--- config.mk ---
export PLATFORM = sky130hd
export DESIGN_NAME = mnist_pixel_packer
export DESIGN_NICKNAME = d
export VERILOG_FILES = /design/src/rtl/mnist_pixel_packer_pkg.sv /design/src/rtl/mnist_pool_row.sv /design/src/rtl/mnist_pixel_packer.sv
export SDC_FILE = /design/constraint.sdc
export NUM_CORES = 1
export LEC_CHECK = 0
export BUFFER_PORTS_ARGS = -buffer_cell sky130_fd_sc_hd__buf_2
export CAP_MARGIN = 5
export CORE_MARGIN = 2
export CORE_UTILIZATION = 45
export DETAILED_ROUTE_END_ITERATION = 8
export GPL_ROUTABILITY_DRIVEN = 0
export GPL_TIMING_DRIVEN = 0
export MAX_ROUTING_LAYER = met4
export PLACE_DENSITY = 0.66
export SLEW_MARGIN = 10
export SYNTH_ARGS = -nofsm -noshare
export SYNTH_HDL_FRONTEND = slang
export SYNTH_SLANG_ARGS = --single-unit
--- constraint.sdc ---
create_clock -name clk -period 3.1 [get_ports clk]
set_clock_uncertainty 0.15 [all_clocks]
set_input_delay 0.155 -clock clk [delete_from_list [all_inputs] [get_ports clk]]
set_output_delay 0.155 -clock clk [all_outputs]
set_load 0.03 [all_outputs]
--- src/rtl/mnist_pixel_packer_pkg.sv ---
// Shared geometry constants and FSM state type for the MNIST pixel packer.
package mnist_pixel_packer_pkg;

  localparam int unsigned IMG_DIM  = 28;
  localparam int unsigned POOL     = 4;
  localparam int unsigned OUT_DIM  = 7;
  localparam int unsigned OUT_BITS = 49;
  localparam int unsigned POS_W    = 5;   // holds 0..IMG_DIM-1
  localparam int unsigned ACC_W    = 5;   // holds 0..POOL*POOL

  typedef enum logic [1:0] {
    ST_IDLE    = 2'd0,
    ST_COLLECT = 2'd1,
    ST_HOLD    = 2'd2
  } state_e;

endpackage

--- src/rtl/mnist_pool_row.sv ---
// Seven per-block-column hit accumulators for one 4-pixel band of rows.
// Produces the 7-bit block-row vector including the current pixel.
module mnist_pool_row
  import mnist_pixel_packer_pkg::*;
#(
  parameter int unsigned MIN_HITS = 1
) (
  input  logic               clk,
  input  logic               rst_n,
  input  logic               pix_en_i,
  input  logic               restart_i,
  input  logic               hit_i,
  input  logic [2:0]         blk_col_i,
  input  logic               row_end_i,
  output logic [OUT_DIM-1:0] row_bits_o
);

  localparam logic [ACC_W-1:0] MIN_C = ACC_W'(MIN_HITS);

  logic [ACC_W-1:0] acc_q [OUT_DIM];
  logic [ACC_W-1:0] acc_d [OUT_DIM];
  logic [ACC_W-1:0] cnt   [OUT_DIM];

  // Count including this pixel; a restart treats prior counts as zero.
  always_comb begin
    row_bits_o = '0;
    for (int unsigned i = 0; i < OUT_DIM; i++) begin
      cnt[i]        = (restart_i ? '0 : acc_q[i])
                    + {{(ACC_W-1){1'b0}}, hit_i & (blk_col_i == 3'(i))};
      row_bits_o[i] = (cnt[i] >= MIN_C);
      acc_d[i]      = acc_q[i];
      if (pix_en_i) acc_d[i] = row_end_i ? '0 : cnt[i];
    end
  end

  // Accumulator registers.
  always_ff @(posedge clk or negedge rst_n) begin
    if (!rst_n) begin
      for (int unsigned i = 0; i < OUT_DIM; i++) acc_q[i] <= '0;
    end else begin
      for (int unsigned i = 0; i < OUT_DIM; i++) acc_q[i] <= acc_d[i];
    end
  end

endmodule

--- src/rtl/mnist_pixel_packer.sv ---
// Binarizes a 28x28 grayscale raster, pools into 4x4 blocks and emits a
// 49-bit 7x7 frame through a single-entry valid/ready output register.
module mnist_pixel_packer
  import mnist_pixel_packer_pkg::*;
#(
  parameter int unsigned PIX_W    = 8,
  parameter int unsigned THRESH   = 128,
  parameter int unsigned MIN_HITS = 1
) (
  input  logic                clk,
  input  logic                rst_n,
  input  logic                pix_valid,
  output logic                pix_ready,
  input  logic [PIX_W-1:0]    pix_data,
  input  logic                pix_sof,
  output logic                frame_valid,
  input  logic                frame_ready,
  output logic [OUT_BITS-1:0] frame_bits,
  output logic                sof_err,
  output logic [15:0]         drop_cnt
);

  localparam logic [PIX_W-1:0] THRESH_C = PIX_W'(THRESH);
  localparam logic [POS_W-1:0] LAST     = POS_W'(IMG_DIM - 1);

  state_e              state_q, state_d;
  logic [POS_W-1:0]    col_q, col_d, row_q, row_d;
  logic [OUT_BITS-1:0] work_q, work_d, fbits_q, fbits_d;
  logic                fvalid_q, fvalid_d, sof_err_q, sof_err_d;
  logic [15:0]         drop_q, drop_d;

  logic                accept, restart, pix_en, row_end, last_pix;
  logic                out_free, handshake;
  logic [POS_W-1:0]    pos_col, pos_row;
  logic [OUT_DIM-1:0]  row_bits;
  logic [OUT_BITS-1:0] work_full;

  // Accepted pixel decode; an accepted sof always relocates the pixel to (0,0).
  always_comb begin
    accept    = pix_valid & (state_q != ST_HOLD);
    restart   = accept & pix_sof;
    pix_en    = accept & (pix_sof | (state_q == ST_COLLECT));
    pos_col   = pix_sof ? '0 : col_q;
    pos_row   = pix_sof ? '0 : row_q;
    row_end   = pix_en & (pos_col == LAST) & (pos_row[1:0] == 2'd3);
    last_pix  = pix_en & (pos_col == LAST) & (pos_row == LAST);
    out_free  = ~fvalid_q | frame_ready;
    handshake = fvalid_q & frame_ready;
  end

  mnist_pool_row #(
    .MIN_HITS (MIN_HITS)
  ) u_pool_row (
    .clk        (clk),
    .rst_n      (rst_n),
    .pix_en_i   (pix_en),
    .restart_i  (restart),
    .hit_i      (pix_data >= THRESH_C),
    .blk_col_i  (pos_col[4:2]),
    .row_end_i  (row_end),
    .row_bits_o (row_bits)
  );

  // Work bits as they stand after this pixel, so the last row is visible immediately.
  always_comb begin
    work_full = restart ? '0 : work_q;
    if (row_end) begin
      for (int unsigned b = 0; b < OUT_DIM; b++) begin
        if (pos_row[4:2] == 3'(b)) work_full[b*OUT_DIM +: OUT_DIM] = row_bits;
      end
    end
  end

  // Next-state, counters, work bits and output register.
  always_comb begin
    state_d   = state_q;
    col_d     = col_q;
    row_d     = row_q;
    work_d    = work_q;
    fbits_d   = fbits_q;
    fvalid_d  = fvalid_q & ~handshake;
    sof_err_d = restart & (state_q == ST_COLLECT);
    drop_d    = drop_q;

    if (accept && !pix_sof && state_q == ST_IDLE && drop_q != '1) drop_d = drop_q + 16'd1;

    if (pix_en) begin
      work_d = work_full;
      if (pos_col == LAST) begin
        col_d = '0;
        row_d = (pos_row == LAST) ? '0 : pos_row + POS_W'(1);
      end else begin
        col_d = pos_col + POS_W'(1);
        row_d = pos_row;
      end
    end

    case (state_q)
      ST_IDLE: begin
        if (restart) state_d = ST_COLLECT;
      end
      ST_COLLECT: begin
        if (last_pix) begin
          if (out_free) begin
            fbits_d  = work_full;
            fvalid_d = 1'b1;
            state_d  = ST_IDLE;
          end else begin
            state_d  = ST_HOLD;
          end
        end
      end
      ST_HOLD: begin
        if (handshake) begin
          fbits_d  = work_q;
          fvalid_d = 1'b1;
          state_d  = ST_IDLE;
        end
      end
      default: state_d = ST_IDLE;
    endcase
  end

  // State and datapath registers.
  always_ff @(posedge clk or negedge rst_n) begin
    if (!rst_n) begin
      state_q   <= ST_IDLE;
      col_q     <= '0;
      row_q     <= '0;
      work_q    <= '0;
      fbits_q   <= '0;
      fvalid_q  <= 1'b0;
      sof_err_q <= 1'b0;
      drop_q    <= '0;
    end else begin
      state_q   <= state_d;
      col_q     <= col_d;
      row_q     <= row_d;
      work_q    <= work_d;
      fbits_q   <= fbits_d;
      fvalid_q  <= fvalid_d;
      sof_err_q <= sof_err_d;
      drop_q    <= drop_d;
    end
  end

  assign pix_ready   = (state_q != ST_HOLD);
  assign frame_valid = fvalid_q;
  assign frame_bits  = fbits_q;
  assign sof_err     = sof_err_q;
  assign drop_cnt    = drop_q;

endmodule

==> impl_metrics.tcl, run 1 <==
set metrics [dict create \
    core_um2 17400 \
    place_ws_ns -0.995 \
    dr.pass1.iters 5 \
    h-tree-depth 4 \
    cp.required_ns 3.27 \
    synthesis.nets 851 \
    async_reset_ff_share_pct 100 \
    ys_top_cells_by_area "dfrtp_1 51%, nand2_1 6.3%, o21ai_0 6.0%" \
    vias_per_cell 5.60 \
    arrival_ns 3.19 \
    max_cap_violations 0 \
    grt_max_degree 89 \
    synth_cell_types 68 \
    clk_latency_ns 0.43 \
    grt_pass1_vias 6243 \
    cts_buffers 17 \
    placed_cells 1117 \
    dpl.hpwl_um 13200 \
    syn_area_um2 8030 \
    die_w_um 138 \
    row_count 48 \
    syn_inst 818 \
    min_period_over_period_pct 97.3 \
    nets 962 \
    synth-main-ff-cell "dfrtp_1" \
    max_clock_freq_mhz 332 \
    wl_per_cell_um 17.4 \
    layout-drive-gt1-share_pct 23.0 \
    drt_iter0_markers 435 \
    cp_cell_sequence "ha_4 > buf_6 > nand3b_4 > buf_12 > and2_1 > ha_2 > ha_4 > clkbuf_8 > xnor2_4 > a31oi_4 > o2bb2ai_4 > o21ai_2 > mux2_4" \
    yosys.area.top_type "dfrtp_1" \
    max_slew_margin_pct 51.5 \
    slew_viol_final 0 \
    diodes 0 \
    grt_overflow 0 \
    area_growth_pct 22.9 \
    initial_core_util_pct 46.3 \
    dieArea_um2 18900 \
    avgSynthCellArea_um2 9.82 \
    fill_cells 1515 \
    p_leak_nw 4.62 \
    worst_slack_ns 0.0836 \
    power_density_nw_per_um2 646 \
    cts_tree "yes" \
    worstPathMaxFanout 19 \
    synth_top_area_share_pct 50.8 \
    end_kind "register" \
    grt_usage_pct 23.2 \
    wl_um 20300 \
    io_pins 81 \
    die_h_um 138 \
    cts_root_buf "clkbuf_16" \
    crit_type "reg -> reg" \
    setup_viol 0 \
    post-route-drc-count 0 \
    synth_edf_count 0 \
    port_buffers 73 \
    antenna_found_initial 0 \
    slowest_stage "dfrtp_1" \
    grt_first_pass_wirelength_um 32600 \
    worst_pin_slew_ns 0.728 \
    start_kind "register" \
    min_path_type "in -> reg" \
    vias 6540 \
    yosysSeqAreaShare_pct 50.8 \
    status "complete, no violations" \
    cpPeakStageDelay_ns 0.41 \
    ir_drop_mv 0.421 \
    period_minus_slack_ns 3.02 \
    yosysWarnings 0 \
    cts.sinks 163 \
    instances_no_fill 1167 \
    clk_pin_slew_ns 0.07 \
    clock_path_buffers 2 \
    path_common_cell "ha_4" \
    final_hold_viol_count 0 \
    ys_seq_elements 163 \
    ant_nets 0 \
]
[cell usage in the layout, fill, tap and decap left out, drive strengths merged, types with 6 or more instances in the layout]
cell type | synthesis | final
a21oi | 18 | 18
a22o | 9 | 9
a31oi | 9 | 9
and2 | 18 | 18
and3 | 7 | 7
buf | 22 | 115
clkbuf | 28 | 44
dfrtp | 163 | 163
ha | 20 | 20
inv | 8 | 12
mux2 | 18 | 18
nand2 | 135 | 135
nand2b | 10 | 10
nand3 | 68 | 68
nand4 | 11 | 11
nor2 | 26 | 26
nor2b | 8 | 8
nor3 | 26 | 26
o211ai | 6 | 6
o21ai | 113 | 113
o31ai | 15 | 15
xnor2 | 13 | 13
xor2 | 16 | 16
[registers in the layout (all words and copies together) (netlist names)]
signal            count
frame_bits           49
work_q               49
u_pool_row.acc_q     35
drop_cnt             16
col_q                 5
row_q                 5
state_q               2
frame_valid           1
sof_err               1
[cells in the mapped netlist, drive strengths merged (10+ instances only)]
| master | count |
|---|---|
| nand2 | 135 |
| nand3 | 68 |
| xor2 | 16 |
| dfrtp | 163 |
| nor2 | 26 |
| clkbuf | 28 |
| ha | 20 |
| a21oi | 18 |
| nor3 | 26 |
| and2 | 18 |
| mux2 | 18 |
| buf | 22 |
| xnor2 | 13 |
| o31ai | 15 |
| nand2b | 10 |
| nand4 | 11 |
| o21ai | 113 |
[cells by family (layout without fill, tap and decap cells)]
kind of cell               Yosys count  after routing  share of synthesized area, %
DFF                                163            163                          50.8
adders and majority gates           20             20                          3.12
xor gates and xnor gates            29             29                          3.16
buffers and inverters               58            182                          3.54
and+or+nand+nor                    333            333                          21.0
muxes                               20             20                          3.52
AOI/OAI and AO/OA                  195            195                          14.8
[per-stage QoR]
stage	total power, W	area (um^2)	hold WS [ns]	util [%]	TNS (ns)
2_1_floorplan	0.00336	8130	-0.291	-	0
3_3_place_gp	0.00379	8780	0.292	50.6	-162.53
3_5_place_dp	0.00381	8810	0.0637	50.8	-36.38
4_1_cts	0.00638	9810	0.0279	56.5	0
5_1_grt	0.00666	9870	0.0673	56.8	-0.00123
6_report	0.00638	9870	0.0407	56.8	0
[critical path: cells and delay by family (launching register included)]
family | cells | cell delay (ns)
AOI/OAI and AO/OA | 3 | 0.49
xor gates and xnor gates | 1 | 0.19
adders and majority gates | 3 | 0.52
buffers and inverters | 3 | 0.48
DFF | 1 | 0.41
muxes | 1 | 0.26
and+or+nand+nor | 2 | 0.38
[power breakdown]
group	total [W]	leakage [nW]	internal [W]	switching (W)
Sequential	0.00240	2.24	0.00227	0.000126
Clock	0.00240	0.326	0.00149	0.000908
Combinational	0.00159	2.06	0.000589	0.000997
[layer usage]
| metal | routed length [um] | vias to the layer above | global-route usage, % |
|---|---|---|---|
| li1 | - | 3131 | - |
| met2 | 9520 | 196 | 36.2 |
| met3 | 1010 | 32 | 3.90 |
| met1 | 9340 | 3181 | 30.4 |
| met5 | 0 | - | - |
| met4 | 475 | 0 | 9.22 |
[cell type report]
cell class / count / area (um^2) / share of cell area, %
buffer: 47 / 298 / 3.02
tap: 225 / 282 / 2.85
inverter: 8 / 30.0 / 0.304
clock buffer: 19 / 453 / 4.59
clock inverter: 13 / 218 / 2.21
timing repair buffer: 95 / 578 / 5.86
multi-input combinational: 597 / 3930 / 39.8
sequential: 163 / 4080 / 41.3
[final timing paths]
| path | startpoint | to | slack (ns) | cells after the start |
|---|---|---|---|---|
| setup reg to reg | state_q[1] | frame_bits[48] | 0.08 | 13 |
| hold / removal | pix_valid | row_q[1] | 0.04 | 4 |
| min in group asynchronous | rst_n | frame_bits[11] | 0.18 | 2 |
| hold reg to reg | u_pool_row.acc_q[30] | u_pool_row.acc_q[30] | 0.31 | 2 |
| setup / recovery | state_q[1] | frame_bits[48] | 0.08 | 13 |
| max in group asynchronous | rst_n | u_pool_row.acc_q[33] | 1.82 | 3 |
[repair_timing]
action                     in CTS  in global routing
setup endpoints to repair      59                 55
pin swaps                      12                 14
hold endpoints to repair       88                  0
gates resized for setup        33                 13
hold buffers                    2                  0
setup buffers                  18                  2
Note: power is estimated with default switching activity, not from simulation.
==> run 2: changes to the inputs <==
--- a/config.mk
+++ b/config.mk
@@ -8,12 +8,11 @@
 export BUFFER_PORTS_ARGS = -buffer_cell sky130_fd_sc_hd__buf_2
 export CAP_MARGIN = 5
 export CORE_MARGIN = 2
-export CORE_UTILIZATION = 45
+export CORE_UTILIZATION = 34
 export DETAILED_ROUTE_END_ITERATION = 8
 export GPL_ROUTABILITY_DRIVEN = 0
-export GPL_TIMING_DRIVEN = 0
+export GPL_TIMING_DRIVEN = 1
 export MAX_ROUTING_LAYER = met4
-export PLACE_DENSITY = 0.66
 export SLEW_MARGIN = 10
 export SYNTH_ARGS = -nofsm -noshare
 export SYNTH_HDL_FRONTEND = slang
==> impl_metrics.tcl, run 2 (synthesis results as in run 1) <==
set metrics [dict create \
    setup_viol 0 \
    status "complete, no violations" \
    holdWs_ns 0.0445 \
    rrSetupSlack_ns 0.20 \
    dr_wl_met2_um 8580 \
    post-route-util_pct 40.9 \
    grt_usage_pct 16.2 \
    clk_latency_ns 0.43 \
    h-tree-depth 4 \
    final_common_cell "dfrtp_1" \
    core_um2 23300 \
    dpl.hpwl_um 12400 \
    min_period_over_period_pct 93.6 \
    period_minus_slack_ns 2.90 \
    dr_wl_met3_um 776 \
    worstPathMaxFanout 16 \
    start_kind "register" \
    clock_path_buffers 2 \
    place_ws_ns 0.125 \
    vias 6283 \
    vias_per_cell 5.11 \
    max_clock_freq_mhz 344 \
    clk_pin_slew_ns 0.07 \
    antenna_found_initial 0 \
    power_density_nw_per_um2 625 \
    ff_latch_area_um2 4080 \
    end_kind "register" \
    row_count 56 \
    p_leak_nw 4.49 \
    die_w_um 158 \
    cts_tree "yes" \
    initial_core_util_pct 34.4 \
    io_pins 81 \
    nets 930 \
    min_path_type "in -> reg" \
    arrival_ns 3.07 \
    crit_type "reg -> reg" \
    slew_viol_final 0 \
    highest_layer "met4" \
    die_h_um 158 \
    worst_slack_ns 0.197 \
    drt_iter0_markers 400 \
    layout-drive-gt1-share_pct 20.5 \
    final_hold_viol_count 0 \
    ir_drop_mv 0.452 \
    area_growth_pct 18.7 \
    post-route-drc-count 0 \
    dr.pass1.iters 5 \
    grt_overflow 0 \
    power_w 0.00595 \
    port_buffers 73 \
    wl_per_cell_um 15.2 \
    diodes 0 \
    cts_buffers 17 \
    fin_area_um2 9530 \
    routedLengthMet1_um 9120 \
    grt_first_pass_wirelength_um 30700 \
    max_cap_violations 0 \
    grt_max_degree 81 \
    wl_um 18700 \
    ant_nets 0 \
    dieArea_um2 24900 \
    layout_common_cells "163 x dfrtp_1, 135 x nand2_1, 97 x o21ai_0, 72 x buf_2, 63 x nand3_1" \
    placed_cell_area_um2 8840 \
    multi_input_area_um2 3730 \
    cp.required_ns 3.27 \
    max_slew_margin_pct 48.6 \
    fill_cells 2318 \
    grt_pass1_vias 6044 \
    worst_pin_slew_ns 0.772 \
    cts_root_buf "clkbuf_16" \
    cts.sinks 163 \
]
-- run 2: layout make-up --
type	count	share of cell area, %
flip-flops and latches	163	42.8
multi-input cells	597	39.1
repair buffers	110	7.19
clock buffers	17	4.46
well taps	319	4.19
clock inverters	15	1.94
inverters	8	0.315
-- run 2: final timing paths --
check / to / startpoint / depth (start not counted)
max in group asynchronous: state_q[1] / rst_n / 3
setup / recovery: frame_bits[47] / state_q[0] / 12
setup reg to reg: frame_bits[47] / state_q[0] / 12
hold / removal: row_q[1] / pix_valid / 4
min in group asynchronous: frame_bits[12] / rst_n / 2
hold reg to reg: u_pool_row.acc_q[5] / u_pool_row.acc_q[5] / 2
-- run 2: timing repair --
action | CTS | global route
hold buffers | 3 | 0
hold endpoints to repair | 80 | 0
buffers inserted | 0 | 5
endpoints found under the setup margin | 0 | 17
resized for setup | 0 | 3
-- run 2: metrics by stage --
step / setup TNS (ns) / std cells
3_3_place_gp: 0 / 1189
3_5_place_dp: 0 / 1189
6_report: 0 / 1229
5_1_grt: -0.00426 / 1229
4_1_cts: 0 / 1224
2_1_floorplan: 0 / 818
-- run 2: metal layers --
| layer | track usage [%] | vias up |
|---|---|---|
| li1 | - | 3072 |
| met1 | 21.0 | 3074 |
| met2 | 25.6 | 122 |
| met3 | 3.50 | 15 |
| met4 | 4.50 | 0 |
| met5 | - | - |
-- run 2: power breakdown --
part           internal (W)  switching [W]  total (W)
combinational      0.000499       0.000849    0.00135
clock               0.00122       0.000956    0.00218
sequential          0.00227       0.000157    0.00243
-- run 2: critical path, stage by stage, from the launching register on --
cell and delay (ns):
dfrtp_1 0.39, inv_1 0.08, ha_2 0.19, nand3b_4 0.29, and2_1 0.24, ha_2 0.19, ha_1 0.26, xnor2_1 0.19
a31oi_1 0.12, o2bb2ai_2 0.12, buf_4 0.20, o21ai_1 0.09, mux2_4 0.28
==> run 3: changes to the inputs <==
--- a/config.mk
+++ b/config.mk
@@ -5,6 +5,7 @@
 export SDC_FILE = /design/constraint.sdc
 export NUM_CORES = 1
 export LEC_CHECK = 0
+export ABC_AREA = 1
 export BUFFER_PORTS_ARGS = -buffer_cell sky130_fd_sc_hd__buf_2
 export CAP_MARGIN = 5
 export CORE_MARGIN = 2
==> impl_metrics.tcl, run 3 <==
set metrics [dict create \
    grt_max_degree 60 \
    multi_input_area_um2 3330 \
    slowest_stage "dfrtp_1" \
    grt_pass1_vias 6447 \
    cpPeakStageDelay_ns 0.37 \
    arrival_ns 2.98 \
    fin_area_um2 9430 \
    diodes 0 \
    worst-path-buf-inv 4 \
    cts_buffers 17 \
    post-synth-top-count-cell "nand2_1" \
    drt_iter0_markers 465 \
    fill_cells 2325 \
    final_common_cell "nand2_1" \
    port_buffers 73 \
    p_int_w 0.00414 \
    combPwrFrac_pct 25.8 \
    cts.sinks 163 \
    path_common_cell "nand2_1" \
    die_w_um 157 \
    synth_common_cells "418 x nand2_1, 163 x dfrtp_1, 97 x inv_1" \
    rr_endpoint "frame_bits[9]" \
    status "complete, no violations" \
    max_clock_freq_mhz 356 \
    io_pins 81 \
    synth_edf_count 0 \
    holdWs_ns 0.130 \
    dieArea_um2 24600 \
    synth_cell_types 32 \
    vias_per_cell 4.72 \
    synthesis.nets 1025 \
    period_minus_slack_ns 2.81 \
    h-tree-depth 4 \
    synth-main-ff-cell "dfrtp_1" \
    crit_family "simple AND/OR/NAND/NOR gates" \
    clock_path_buffers 2 \
    slew_viol_final 0 \
    syn_area_um2 7940 \
    crit_type "reg -> reg" \
    pwr-share-clk_pct 36.1 \
    yosysWarnings 0 \
    antenna_found_initial 0 \
    ys_top_cells_by_area "dfrtp_1 51%, nand2_1 20%, inv_1 4.6%" \
    core_um2 22800 \
    cts_root_buf "clkbuf_16" \
    vias 6612 \
    cts_tree "yes" \
    max_slew_margin_pct 59.8 \
    wl_um 19300 \
    synth_top_area_share_pct 51.4 \
    min_path_type "in -> async" \
    initial_core_util_pct 34.8 \
    yosysSeqAreaShare_pct 51.4 \
    setup_tns_ns 0 \
    grt_overflow 0 \
    power_switching_w 0.00232 \
    place_ws_ns 0.202 \
    ir_drop_mv 0.447 \
    end_kind "register" \
    start_kind "register" \
    layout-drive-gt1-share_pct 13.8 \
    final_hold_viol_count 0 \
    avgSynthCellArea_um2 8.00 \
    reg2reg_depth 16 \
    dr.pass1.iters 5 \
    grt_usage_pct 16.9 \
    post-route-drc-count 0 \
    layout_common_cells "416 x nand2_1, 163 x dfrtp_1, 96 x inv_1, 72 x buf_2, 66 x nand3_1" \
    rsz0062_at_grt "no" \
    nets 1109 \
    grt_first_pass_wirelength_um 32100 \
    setup_viol 0 \
    cp.required_ns 3.27 \
    clk_pin_slew_ns 0.07 \
    worst_slack_ns 0.293 \
    power_density_nw_per_um2 685 \
    ff_latch_area_um2 4080 \
    area_growth_pct 18.8 \
    async_reset_ff_share_pct 100 \
    syn_inst 992 \
    max_cap_violations 0 \
    worstPathMaxFanout 32 \
    min_period_over_period_pct 90.5 \
    placed_cell_area_um2 8730 \
    die_h_um 157 \
    cp_cell_sequence "inv_1 > ha_1 > inv_2 > nand3_2 > buf_6 > nand2_1 > inv_1 > ha_1 > nor2_1 > nand2_1 > nor2_1 > nand2_1 > nand2_1 > nand2_1 > nand2_1 > nand2_1" \
    ys_seq_elements 163 \
    yosys.area.top_type "dfrtp_1" \
    rrSetupSlack_ns 0.29 \
    clk_latency_ns 0.43 \
    ant_nets 0 \
    row_count 55 \
    r2r_start "state_q[0]" \
    power_switching_share_pct 35.9 \
    dpl.hpwl_um 12500 \
    worst_pin_slew_ns 0.602 \
    seqPwrFrac_pct 38.1 \
    wl_per_cell_um 13.8 \
    p_leak_nw 5.40 \
]
-- run 3: what timing repair did --
| action | in CTS | in global routing |
|---|---|---|
| hold buffers | 2 | 0 |
| buffers inserted | 0 | 1 |
| hold endpoints to repair | 57 | 0 |
| setup endpoints to repair | 0 | 17 |
| gates resized for setup | 0 | 4 |
-- run 3: final cells by class --
cell class	instances	share of cell area (%)
Sequential cell	163	43.3
Multi-Input combinational cell	695	35.4
Timing Repair Buffer	97	6.25
Clock buffer	18	4.55
Tap cell	313	4.15
Inverter	102	4.11
Clock inverter	14	2.31
-- run 3: cells by family after synthesis --
logic type / synth area share, %
and+or+nand+nor: 31.3
DFF: 51.4
AOI/OAI and AO/OA: 5.16
adders and majority gates: 3.15
buffers and inverters: 7.03
xor gates and xnor gates: 1.99
-- run 3: worst max-delay path by stage --
stage                     cells after the start              to  startpoint  slack (ns)
final                                        16   frame_bits[9]  state_q[0]        0.29
after CTS                                    19  frame_bits[41]  state_q[0]        0.19
after global placement                       19  frame_bits[41]  state_q[0]        0.22
after detailed placement                     19  frame_bits[41]  state_q[0]        0.20
after global routing                         20  frame_bits[38]  state_q[0]       0.002
after floorplan                              20   frame_bits[1]  state_q[0]        0.05
-- run 3: metal layers --
layer / up-vias / GRT usage (%) / share of wire (%)
li1: 3318 / - / -
met5: - / - / 0
met3: 11 / 2.74 / 2.8
met1: 3172 / 22.9 / 50
met2: 111 / 26.4 / 47
met4: 0 / 4.37 / 0.74
-- run 3: per-stage QoR --
| stage | util, % | power, W | cells |
|---|---|---|---|
| finish | 41.4 | 0.00645 | 1402 |
| global route | 41.4 | 0.00682 | 1402 |
| CTS | 41.3 | 0.00650 | 1400 |
| detailed placement | 38.3 | 0.00416 | 1366 |
| global placement | 38.3 | 0.00415 | 1366 |
| floorplan | - | 0.00354 | 992 |
-- run 3: power by group through the flow --
| stage | Clock [W] | Combinational [W] | Sequential [W] |
|---|---|---|---|
| finish | 0.00233 | 0.00167 | 0.00246 |
| global route | 0.00246 | 0.00187 | 0.00248 |
| CTS | 0.00237 | 0.00168 | 0.00245 |
| detailed placement | 0 | 0.00166 | 0.00249 |
| global placement | 0 | 0.00166 | 0.00249 |
| floorplan | 0 | 0.00100 | 0.00254 |
